## src/rtl/lap_stash.sv

```systemverilog
// lap_stash: circular store of the last DEPTH lap samples with a registered
// display pointer that jumps to each new write and steps newer/older through
// the valid entries only.
// Optional feature macro: LAP_STASH_NAV_WRAP_EN (wrap navigation at the
// newest/oldest entries instead of saturating).
module lap_stash #(
    parameter  int unsigned WIDTH = 8,
    parameter  int unsigned DEPTH = 10,
    localparam int unsigned AW    = $clog2(DEPTH),
    localparam int unsigned CW    = $clog2(DEPTH + 1)
) (
    input  logic             clk,
    input  logic             reset,
    input  logic [WIDTH-1:0] sample_in,
    input  logic             sample_in_valid,
    input  logic             next_sample,
    input  logic             prev_sample,
    input  logic             clear,
    output logic [WIDTH-1:0] sample_out,
    output logic [AW-1:0]    sample_age,
    output logic [CW-1:0]    sample_count,
    output logic             empty,
    output logic             full
);

    logic [WIDTH-1:0] r_mem [DEPTH];
    logic [AW-1:0]    r_wr_ptr;
    logic [AW-1:0]    r_show_ptr;
    logic [CW-1:0]    r_count;
    logic [WIDTH-1:0] r_sample_out;
    logic [AW-1:0]    r_age;

    logic             w_newer;
    logic             w_older;
    logic             w_at_newest;
    logic             w_at_oldest;
    logic             w_move;
    logic [AW-1:0]    w_show_nxt;
    logic [AW-1:0]    w_age_nxt;

    function automatic logic [AW-1:0] ptr_inc(input logic [AW-1:0] p);
        return (32'(p) == DEPTH - 1) ? '0 : p + 1'b1;
    endfunction

    function automatic logic [AW-1:0] ptr_dec(input logic [AW-1:0] p);
        return (p == '0) ? AW'(DEPTH - 1) : p - 1'b1;
    endfunction

`ifdef LAP_STASH_NAV_WRAP_EN
    localparam int unsigned TW = CW + 1;
    logic [TW-1:0] w_oldest_sum;
    logic [AW-1:0] w_oldest_ptr;

    // Physical slot of the oldest valid entry: (wr_ptr - count) mod DEPTH
    always_comb begin
        w_oldest_sum = TW'(r_wr_ptr) + TW'(DEPTH) - TW'(r_count);
        if (w_oldest_sum >= TW'(DEPTH)) begin
            w_oldest_sum = w_oldest_sum - TW'(DEPTH);
        end
        w_oldest_ptr = AW'(w_oldest_sum);
    end
`endif

    // Navigation decode: next display pointer and age when no write/clear
    always_comb begin
        w_newer     = next_sample & ~prev_sample & (r_count != '0);
        w_older     = prev_sample & ~next_sample & (r_count != '0);
        w_at_newest = (r_age == '0);
        w_at_oldest = (CW'(r_age) == r_count - 1'b1);
        w_show_nxt  = r_show_ptr;
        w_age_nxt   = r_age;
        w_move      = 1'b0;
        if (w_newer) begin
            if (!w_at_newest) begin
                w_show_nxt = ptr_inc(r_show_ptr);
                w_age_nxt  = r_age - 1'b1;
                w_move     = 1'b1;
            end else begin
`ifdef LAP_STASH_NAV_WRAP_EN
                w_show_nxt = w_oldest_ptr;
                w_age_nxt  = AW'(r_count - 1'b1);
                w_move     = 1'b1;
`endif
            end
        end else if (w_older) begin
            if (!w_at_oldest) begin
                w_show_nxt = ptr_dec(r_show_ptr);
                w_age_nxt  = r_age + 1'b1;
                w_move     = 1'b1;
            end else begin
`ifdef LAP_STASH_NAV_WRAP_EN
                w_show_nxt = ptr_dec(r_wr_ptr);
                w_age_nxt  = '0;
                w_move     = 1'b1;
`endif
            end
        end
    end

    // State update with priority reset > clear > write > navigation
    always_ff @(posedge clk) begin
        if (reset) begin
            for (int unsigned i = 0; i < DEPTH; i++) begin
                r_mem[i] <= '0;
            end
            r_wr_ptr     <= '0;
            r_show_ptr   <= '0;
            r_count      <= '0;
            r_sample_out <= '0;
            r_age        <= '0;
        end else if (clear) begin
            r_wr_ptr     <= '0;
            r_show_ptr   <= '0;
            r_count      <= '0;
            r_sample_out <= '0;
            r_age        <= '0;
        end else if (sample_in_valid) begin
            r_mem[r_wr_ptr] <= sample_in;
            r_show_ptr      <= r_wr_ptr;
            r_wr_ptr        <= ptr_inc(r_wr_ptr);
            if (r_count != CW'(DEPTH)) begin
                r_count <= r_count + 1'b1;
            end
            r_sample_out    <= sample_in;
            r_age           <= '0;
        end else if (w_move) begin
            r_show_ptr   <= w_show_nxt;
            r_age        <= w_age_nxt;
            r_sample_out <= r_mem[w_show_nxt];
        end
    end

    assign sample_out   = r_sample_out;
    assign sample_age   = r_age;
    assign sample_count = r_count;
    assign empty        = (r_count == '0);
    assign full         = (r_count == CW'(DEPTH));

endmodule

```

## config.mk

```make
export PLATFORM = sky130hd
export DESIGN_NAME = lap_stash
export DESIGN_NICKNAME = d
export VERILOG_FILES = /design/src/rtl/lap_stash.sv
export SDC_FILE = /design/constraint.sdc
export NUM_CORES = 1
export LEC_CHECK = 0
export CAP_MARGIN = 20
export CORE_ASPECT_RATIO = 1.4
export CORE_MARGIN = 5
export CORE_UTILIZATION = 40
export CTS_CLUSTER_DIAMETER = 50
export DETAILED_ROUTE_END_ITERATION = 6
export GPL_ROUTABILITY_DRIVEN = 0
export HOLD_SLACK_MARGIN = 0.15
export PLACE_DENSITY = 0.64
export SLEW_MARGIN = 15
export SYNTH_ARGS = -nofsm -noshare
export SYNTH_HDL_FRONTEND = slang
export SYNTH_SLANG_ARGS = --single-unit
```

## constraint.sdc

```tcl
create_clock -name clk -period 8.7 [get_ports clk]
set_input_delay 1.305 -clock clk [delete_from_list [all_inputs] [get_ports clk]]
set_output_delay 1.305 -clock clk [all_outputs]
set_load 0.01 [all_outputs]
```

==> qor.yml, run 1 <==
status: "finished, final reports clean"
cts_buffers: 17
grt_max_degree: 52
ys_async_sr_fraction: 0
routedWlPerCell_um: 19.4
vias_per_cell: 5.44
seq_power_share: 0.498
fin_cells: 846
tns_ps: 0
final_core_util: 0.472
worstPathRequired_ps: 8980
cts_hold_buffers: 0
hold_viol: 0
fmax_mhz: 227
min_period_ps: 4410
dr.pass1.iters: 5
place_ws_ps: 3910
seq_area_frac_synth: 0.610
postPlaceCellArea_sq_um: 7630
synth.net_count: 587
fp-row-count: 57
cts.sink_count: 152
dr_total_vias: 4602
setup_viol: 0
track_usage: 0.165
criticalPathCategory: "input pin to flop"
synth_commonest_cells: "128 x edfxtp_1, 104 x nor2_1, 87 x mux2i_1"
cts_tree: "built"
postSynthCellCount: 566
yosysTopAreaCellShare: 0.543
ir_drop_v: 0.000132
critPathMaxStageDelay_ps: 690
synth_edf_count: 128
grt_pass1_wl_um: 25200
dp_cells: 814
clkPwrFrac: 0.442
p_per_area_nw_per_um2: 198
numPortBuffers: 31
worst_pin_slew_ps: 1070
hold_slack_ps: 547
fin_ws_ps: 4290
routed_wl_um: 16400
slowest_stage: "buf_4"
synth-seq-cells: 152
antenna_found_initial: 0
first_iter_violations: 372
syn_area_sq_um: 7080
cts_resized: 0
synth_area_leaders: "edfxtp_1 54%, mux2i_1 12%, dfxtp_1 6.8%"
die_h_um: 167
cp_max_fo: 51
design_area_sq_um: 8210
yosysUniqueCellTypes: 57
final_max_slew_viol_count: 0
swShare: 0.221
root_buffer: "clkbuf_16"
skew_ps: 11.9
yosysMostFrequentCell: "edfxtp_1"
r2r_cells: 11
area_growth_pct: 16.0
die_x_um: 122
clkLatencyLatePin_ps: 420
yosys_warnings: 0
p_int_mw: 1.27
clk_path_buf_depth: 2
num-nets-final: 618
num_io_pins: 32
pwr-share-comb: 0.060
gr-total-overflow: 0
synth_ff_type: "edfxtp_1"
clk_pin_slew_worst_paths_ps: 60
htreeDepth: 4
crit_path_frequent_cell: "mux4_2"
syn-mean-instance-area_sq_um: 12.5
drive_gt1_frac: 0.0902
p_sw_uw: 361
hpwl_um: 11000
cp-end-kind: "flop"
core_sq_um: 17400
synth.largest_area_cell: "edfxtp_1"
start_util: 0.407
cts_setup_buffers: 0
finalPower_mw: 1.63
ant_nets: 0
hold_path_class: "flop to flop"
power.leakage_nw: 2.98
dieArea_sq_um: 20500
fin_crit_sh: 0.507
cp.arrival_ps: 4690
hold-path-cell-count: 2
relSlewSlack: 0.287
grt_pass1_vias: 4569
rsz0062_at_grt: "no"
crit_path_start_kind: "input pin"
max_cap_violations: 0
cp_cell_sequence: "clkdlybuf4s50_1 > nand2b_1 > a2111oi_0 > a31oi_1 > nand4bb_4 > buf_4 > mux4_2 > mux4_2 > mux2i_1 > o21ai_1"
drc: 0
diodes: 0
[power groups by stage]
stage	logic, mW	registers, mW	clock network, mW
after global routing	0.106	0.813	0.756
after floorplan	0.0645	0.825	0
after global placement	0.0957	0.826	0
final	0.0974	0.811	0.721
after detailed placement	0.0973	0.827	0
after CTS	0.0980	0.811	0.729
[cells by family after synthesis]
group                    synth area share
AND/OR/NAND/NOR                     0.124
flip-flops                          0.610
multiplexers                        0.148
AO/OA/AOI/OAI                      0.0541
buffers and inverters              0.0276
XOR/XNOR                           0.0217
adder cells (fa/ha/maj)            0.0134
[critical path, delay by kind of cell]
family	cells	cell delay (ps)
AOI/OAI and AO/OA	3	650
and+or+nand+nor	2	360
buffers and inverters	2	1100
muxes	3	1210
[worst paths after layout]
| path | endpoint | startpoint | slack, ps |
|---|---|---|---|
| hold / removal | sample_out[0]$_SDFFE_PP0P_ | sample_out[0]$_SDFFE_PP0P_ | 550 |
| hold reg to reg | sample_out[0]$_SDFFE_PP0P_ | sample_out[0]$_SDFFE_PP0P_ | 550 |
| setup / recovery | sample_out[0]$_SDFFE_PP0P_ | next_sample | 4290 |
| setup reg to reg | sample_out[0]$_SDFFE_PP0P_ | sample_count[0]$_SDFFE_PP0P_ | 4660 |
[layout by cell type (no fill, tap or decap), drive strengths merged, types with 9 or more instances in the layout]
cell           instances
clkdlybuf4s50         31
inv                   18
nand2                 32
a21oi                 18
nand3                 17
nor2                 104
clkbuf                19
dfxtp                 24
o21ai                 11
nor3                  10
edfxtp               128
mux2i                 88
clkinv                 9
[area by class of cell]
cell class                      instances  area (sq um)
Fill cell                            1584          9190
Tap cell                              236           295
Sequential cell                       152          4320
Timing Repair Buffer                   36           348
Clock buffer                           19           433
Clock inverter                         13           150
Inverter                               17          63.8
Multi-Input combinational cell        373          2600
[sequential cells by signal, summed over array words and instances (netlist names)]
register,flops
r_show_ptr,4
r_mem,128
r_wr_ptr,4
sample_out,8
sample_count,4
sample_age,4
[layer usage]
metal	routed length, um	part of all wire	GRT usage
met2	8610	0.52	0.290
met4	456	0.028	0.0789
met1	6430	0.39	0.193
met5	0	0	0
met3	932	0.057	0.0267
Note: power is estimated with default switching activity, not from simulation.
==> inputs of run 2 (changes only) <==
==> constraint.sdc (replaced) <==
create_clock -name clk -period 4.5 [get_ports clk]
set_input_delay 0.675 -clock clk [delete_from_list [all_inputs] [get_ports clk]]
set_output_delay 0.675 -clock clk [all_outputs]
set_load 0.01 [all_outputs]
==> run 2 against run 1 <==
Against the previous run:
- sequential cell count unchanged
- clock power up 96%
- routed wire length hardly changed
- largest cell class unchanged
==> qor.yml, run 2 (same netlist as run 1, synthesis figures left out) <==
skew_ps: 8.62
tns_ps: 0
fmax_mhz: 272
drc: 0
core_sq_um: 17400
cts_resized: 0
start_util: 0.407
cp.arrival_ps: 3970
relSlewSlack: 0.348
p_sw_uw: 701
power.leakage_nw: 3.00
ir_drop_v: 0.000249
dr_total_vias: 4617
rr_startpoint: "sample_count[0]$_SDFFE_PP0P_"
rr_endpoint: "sample_out[7]$_SDFFE_PP0P_"
ant_nets: 0
clkPwrFrac: 0.446
slowest_stage: "dfxtp_1"
track_usage: 0.165
grt_pass1_wl_um: 25700
cp-end-kind: "flop"
reg2reg_slack_ps: 830
clk_path_buf_depth: 2
clk_pin_slew_worst_paths_ps: 60
cts_hold_buffers: 0
drive_gt1_frac: 0.0945
criticalPathCategory: "flop to flop"
min_period_ps: 3670
hold_viol: 0
die_h_um: 167
largest_reg_flops: 128
antenna_found_initial: 0
nFillCells: 1563
vias_per_cell: 5.43
swShare: 0.221
dr.pass1.iters: 5
area_growth_pct: 16.4
fin_crit_sh: 0.816
diodes: 0
dieArea_sq_um: 20500
hold_path_class: "flop to flop"
hpwl_um: 11400
finalPower_mw: 3.17
worstPathRequired_ps: 4800
seq_power_share: 0.495
status: "finished, final reports clean"
num-nets-final: 622
hold-path-cell-count: 2
routedWlPerCell_um: 19.3
cts_buffers: 17
r2r_cells: 11
grt_pass1_vias: 4748
die_x_um: 122
setup_viol: 0
pwr-share-comb: 0.059
cp_max_fo: 25
cp_cell_sequence: "inv_1 > ha_1 > or3b_4 > inv_2 > or3_1 > o2bb2ai_2 > mux2i_4 > buf_4 > mux2_2 > a221oi_1 > o21bai_1"
htreeDepth: 4
gr-total-overflow: 0
cts_tree: "built"
fp-row-count: 57
top_register: "r_mem"
grt_max_degree: 32
cts_setup_buffers: 0
worstHoldEndpoint: "sample_out[0]$_SDFFE_PP0P_"
first_iter_violations: 401
worst_pin_slew_ps: 974
mostFrequentLayoutCell: "edfxtp_1"
max_cap_violations: 0
min_from: "sample_out[0]$_SDFFE_PP0P_"
clkLatencyLatePin_ps: 420
crit_path_start_kind: "flop"
final_max_slew_viol_count: 0
root_buffer: "clkbuf_16"
rsz0062_at_grt: "no"
mostFrequentLayoutCells: "128 x edfxtp_1, 104 x nor2_1, 87 x mux2i_1, 32 x nand2_1, 31 x clkdlybuf4s50_1"
critPathMaxStageDelay_ps: 480
cts.sink_count: 152
p_per_area_nw_per_um2: 385
num_io_pins: 32
numPortBuffers: 31
routed_wl_um: 16400
p_int_mw: 2.47
==> run 2: changes by cell type in the layout (fill, tap and decap cells not counted), sizes merged <==
cell and delta:
clkbuf +1, clkinvlp +1, buf +4, clkinv -4
inv +2
==> run 2: layout make-up <==
type                       count  area (sq um)  share of cell area
clock buffer                  20           447              0.0542
tap                          236           295              0.0358
multi-input combinational    373          2590               0.315
timing repair buffer          40           378              0.0458
inverter                      17          63.8             0.00774
clock inverter                12           144              0.0175
sequential                   152          4320               0.524
==> run 2: power by group through the flow <==
stage,Clock (mW),Sequential (mW),Combinational (mW)
after floorplan,0,1.59,0.125
after global placement,0,1.60,0.186
after detailed placement,0,1.60,0.189
after CTS,1.43,1.57,0.190
after global routing,1.48,1.57,0.205
final,1.41,1.57,0.189
==> run 2: worst max path at each step <==
stage	startpoint	endpoint	slack, ps	cells past startpoint
floorplan	sample_count[0]$_SDFFE_PP0P_	sample_out[0]$_SDFFE_PP0P_	1350	11
global placement	next_sample	sample_out[7]$_SDFFE_PP0P_	760	9
detailed placement	next_sample	sample_out[7]$_SDFFE_PP0P_	680	10
CTS	sample_count[0]$_SDFFE_PP0P_	sample_out[7]$_SDFFE_PP0P_	800	13
global route	sample_count[0]$_SDFFE_PP0P_	sample_out[1]$_SDFFE_PP0P_	560	13
finish	sample_count[0]$_SDFFE_PP0P_	sample_out[7]$_SDFFE_PP0P_	830	11
==> run 2: stage by stage <==
stage	utilization	cell area, sq um	setup WS (ps)	hold slack, ps	cells
4_1_cts	0.474	8250	798	555	850
2_1_floorplan	-	7080	1350	506	566
3_5_place_dp	0.440	7650	676	544	818
3_3_place_gp	0.440	7650	759	540	818
6_report	0.474	8250	829	554	850
5_1_grt	0.474	8250	557	608	850
==> run 2: worst max-delay path, delay by kind of cell, from the launching register on <==
kind / cells / cell delay (ps)
mux: 2 / 860
buf+inv: 3 / 720
simple gates: 2 / 640
compound gates: 3 / 630
flops: 1 / 480
fa+ha+maj: 1 / 220
==> run 2: routing by layer <==
metal	track usage	wire, um	vias to the layer above
li1	-	-	2147
met1	0.199	6580	2274
met2	0.285	8410	159
met3	0.0337	902	37
met4	0.0702	542	0
met5	0	0	-
==> inputs of run 3 (changes only) <==
--- a/config.mk
+++ b/config.mk
@@ -13,7 +13,7 @@
 export DETAILED_ROUTE_END_ITERATION = 6
 export GPL_ROUTABILITY_DRIVEN = 0
 export HOLD_SLACK_MARGIN = 0.15
-export PLACE_DENSITY = 0.64
+export PLACE_DENSITY = 0.66
 export SLEW_MARGIN = 15
 export SYNTH_ARGS = -nofsm -noshare
 export SYNTH_HDL_FRONTEND = slang
==> constraint.sdc (replaced) <==
create_clock -name clk -period 3.1 [get_ports clk]
set_input_delay 0.465 -clock clk [delete_from_list [all_inputs] [get_ports clk]]
set_output_delay 0.465 -clock clk [all_outputs]
set_load 0.01 [all_outputs]
==> run 3 against run 2 <==
Against the previous run:
- cell area up 5.6%
- via count up 1.8%
- hold slack improved by 21 ps
- die area did not move
- clock-buffer cell count decreased by 3
- sequential share of layout area down 2.7 points
- routed wire length is 4.9% higher
- non-clock buffer count increased by 39
- setup slack worse by 730 ps
- combinational power grew 68%
- sequential cell count did not move
- clock skew rose by 0.58 ps
- highest routed layer unchanged
==> qor.yml, run 3 (same netlist as run 1, synthesis figures left out) <==
grt_max_degree: 27
grt_pass1_wl_um: 26500
clkLatencyLatePin_ps: 420
skew_ps: 9.20
seq_power_share: 0.492
die_h_um: 167
hpwl_um: 12000
final_max_slew_viol_count: 0
dr.pass1.iters: 4
die_x_um: 122
cts_tree: "built"
crit_start: "sample_count[0]$_SDFFE_PP0P_"
num_io_pins: 32
first_iter_violations: 559
dp_cells: 849
status: "finished, final reports clean"
finalPower_mw: 4.62
ir_drop_v: 0.000351
drive_gt1_frac: 0.176
num-nets-final: 661
p_int_mw: 3.53
cp.arrival_ps: 3290
fmax_mhz: 333
rr_startpoint: "sample_count[0]$_SDFFE_PP0P_"
start_util: 0.407
critPathMaxStageDelay_ps: 540
worstPathRequired_ps: 3380
dr_total_vias: 4702
clk_pin_slew_worst_paths_ps: 60
routed_wl_um: 17200
pwr-share-comb: 0.069
fin_crit_sh: 0.970
fp-row-count: 57
relSlewSlack: 0.613
antenna_found_initial: 0
rsz0062_at_grt: "yes"
gr-total-overflow: 0
drt-met1-wl_um: 6710
slowest_stage: "mux4_2"
htreeDepth: 4
nFillCells: 1527
diodes: 0
drc: 0
swShare: 0.236
wl_met3_um: 973
core_sq_um: 17400
min_period_ps: 3010
largest_reg_flops: 128
multi_input_area_sq_um: 2690
fin_cells: 889
top_register: "r_mem"
cts_buffers: 17
area_growth_pct: 22.9
hold_path_class: "flop to flop"
numPortBuffers: 31
reg2reg_slack_ps: 90
criticalPathCategory: "flop to flop"
worst_pin_slew_ps: 578
ant_nets: 0
grt_pass1_vias: 4741
hold_viol: 0
track_usage: 0.171
clk_path_buf_depth: 2
crit_path_start_kind: "flop"
p_sw_mw: 1.09
vias_per_cell: 5.29
max_cap_violations: 0
root_buffer: "clkbuf_16"
dr.max_layer_used: "met4"
mostFrequentLayoutCell: "edfxtp_1"
dieArea_sq_um: 20500
mostFrequentLayoutCells: "128 x edfxtp_1, 103 x nor2_1, 87 x mux2i_1, 43 x buf_4, 32 x nand2_1"
min_from: "sample_out[0]$_SDFFE_PP0P_"
setup_viol: 0
routedWlPerCell_um: 19.4
cp_cell_sequence: "inv_4 > ha_4 > or3b_4 > inv_4 > or3_4 > a21oi_2 > nand4bb_4 > mux4_2 > mux4_2 > mux2i_1 > o21ai_1"
cts.sink_count: 152
power.leakage_nw: 3.22
tns_ps: 0
cp-end-kind: "flop"
clkPwrFrac: 0.439
route.met2.wl_um: 9180
cp_max_fo: 8
p_per_area_nw_per_um2: 531
ff_latch_area_sq_um: 4330
-- run 3: worst paths after layout --
check | end | cells after the start
max | sample_out[0]$_SDFFE_PP0P_ | 11
max reg2reg | sample_out[0]$_SDFFE_PP0P_ | 11
min | sample_out[0]$_SDFFE_PP0P_ | 2
min reg2reg | sample_out[0]$_SDFFE_PP0P_ | 2
-- run 3: area by class of cell --
cell class / count / share of cell area
sequential: 152 / 0.497
multi-input combinational: 373 / 0.310
timing repair buffer: 79 / 0.0844
clock buffer: 17 / 0.0489
tap: 236 / 0.0339
clock inverter: 15 / 0.0181
inverter: 17 / 0.00791
-- run 3: power groups by stage --
stage	Clock [mW]	Combinational (mW)	Sequential (mW)
3_5_place_dp	0	0.291	2.32
5_1_grt	2.16	0.343	2.28
3_3_place_gp	0	0.286	2.32
6_report	2.03	0.317	2.28
4_1_cts	2.05	0.294	2.28
2_1_floorplan	0	0.181	2.31
-- run 3: metrics by stage --
step	instance area [sq um]	hold slack (ps)	utilization	setup slack, ps
2_1_floorplan	7080	506	-	18.1
3_3_place_gp	7910	537	0.455	-90.8
3_5_place_dp	7910	553	0.455	-146
4_1_cts	8520	562	0.490	4.21
5_1_grt	8700	614	0.500	-39.8
6_report	8700	574	0.500	94.3
-- run 3: worst max-delay path, delay by kind of cell, from the launching register on --
family	cells	cell delay, ps
compound gates	2	210
fa+ha+maj	1	140
buf+inv	2	120
flops	1	350
mux	3	1160
simple gates	3	900
-- run 3: routing by layer --
| layer | global-route usage | vias up |
|---|---|---|
| li1 | - | 2232 |
| met1 | 0.212 | 2297 |
| met2 | 0.299 | 142 |
| met3 | 0.0283 | 31 |
| met4 | 0.0619 | 0 |
| met5 | 0 | - |
-- run 3: timing repair --
item	4_1_cts	5_1_grt
pin swaps	1	5
hold buffers	0	0
setup endpoints to repair	3	8
buffers inserted	1	5
cloned	0	2
resized for setup	3	20
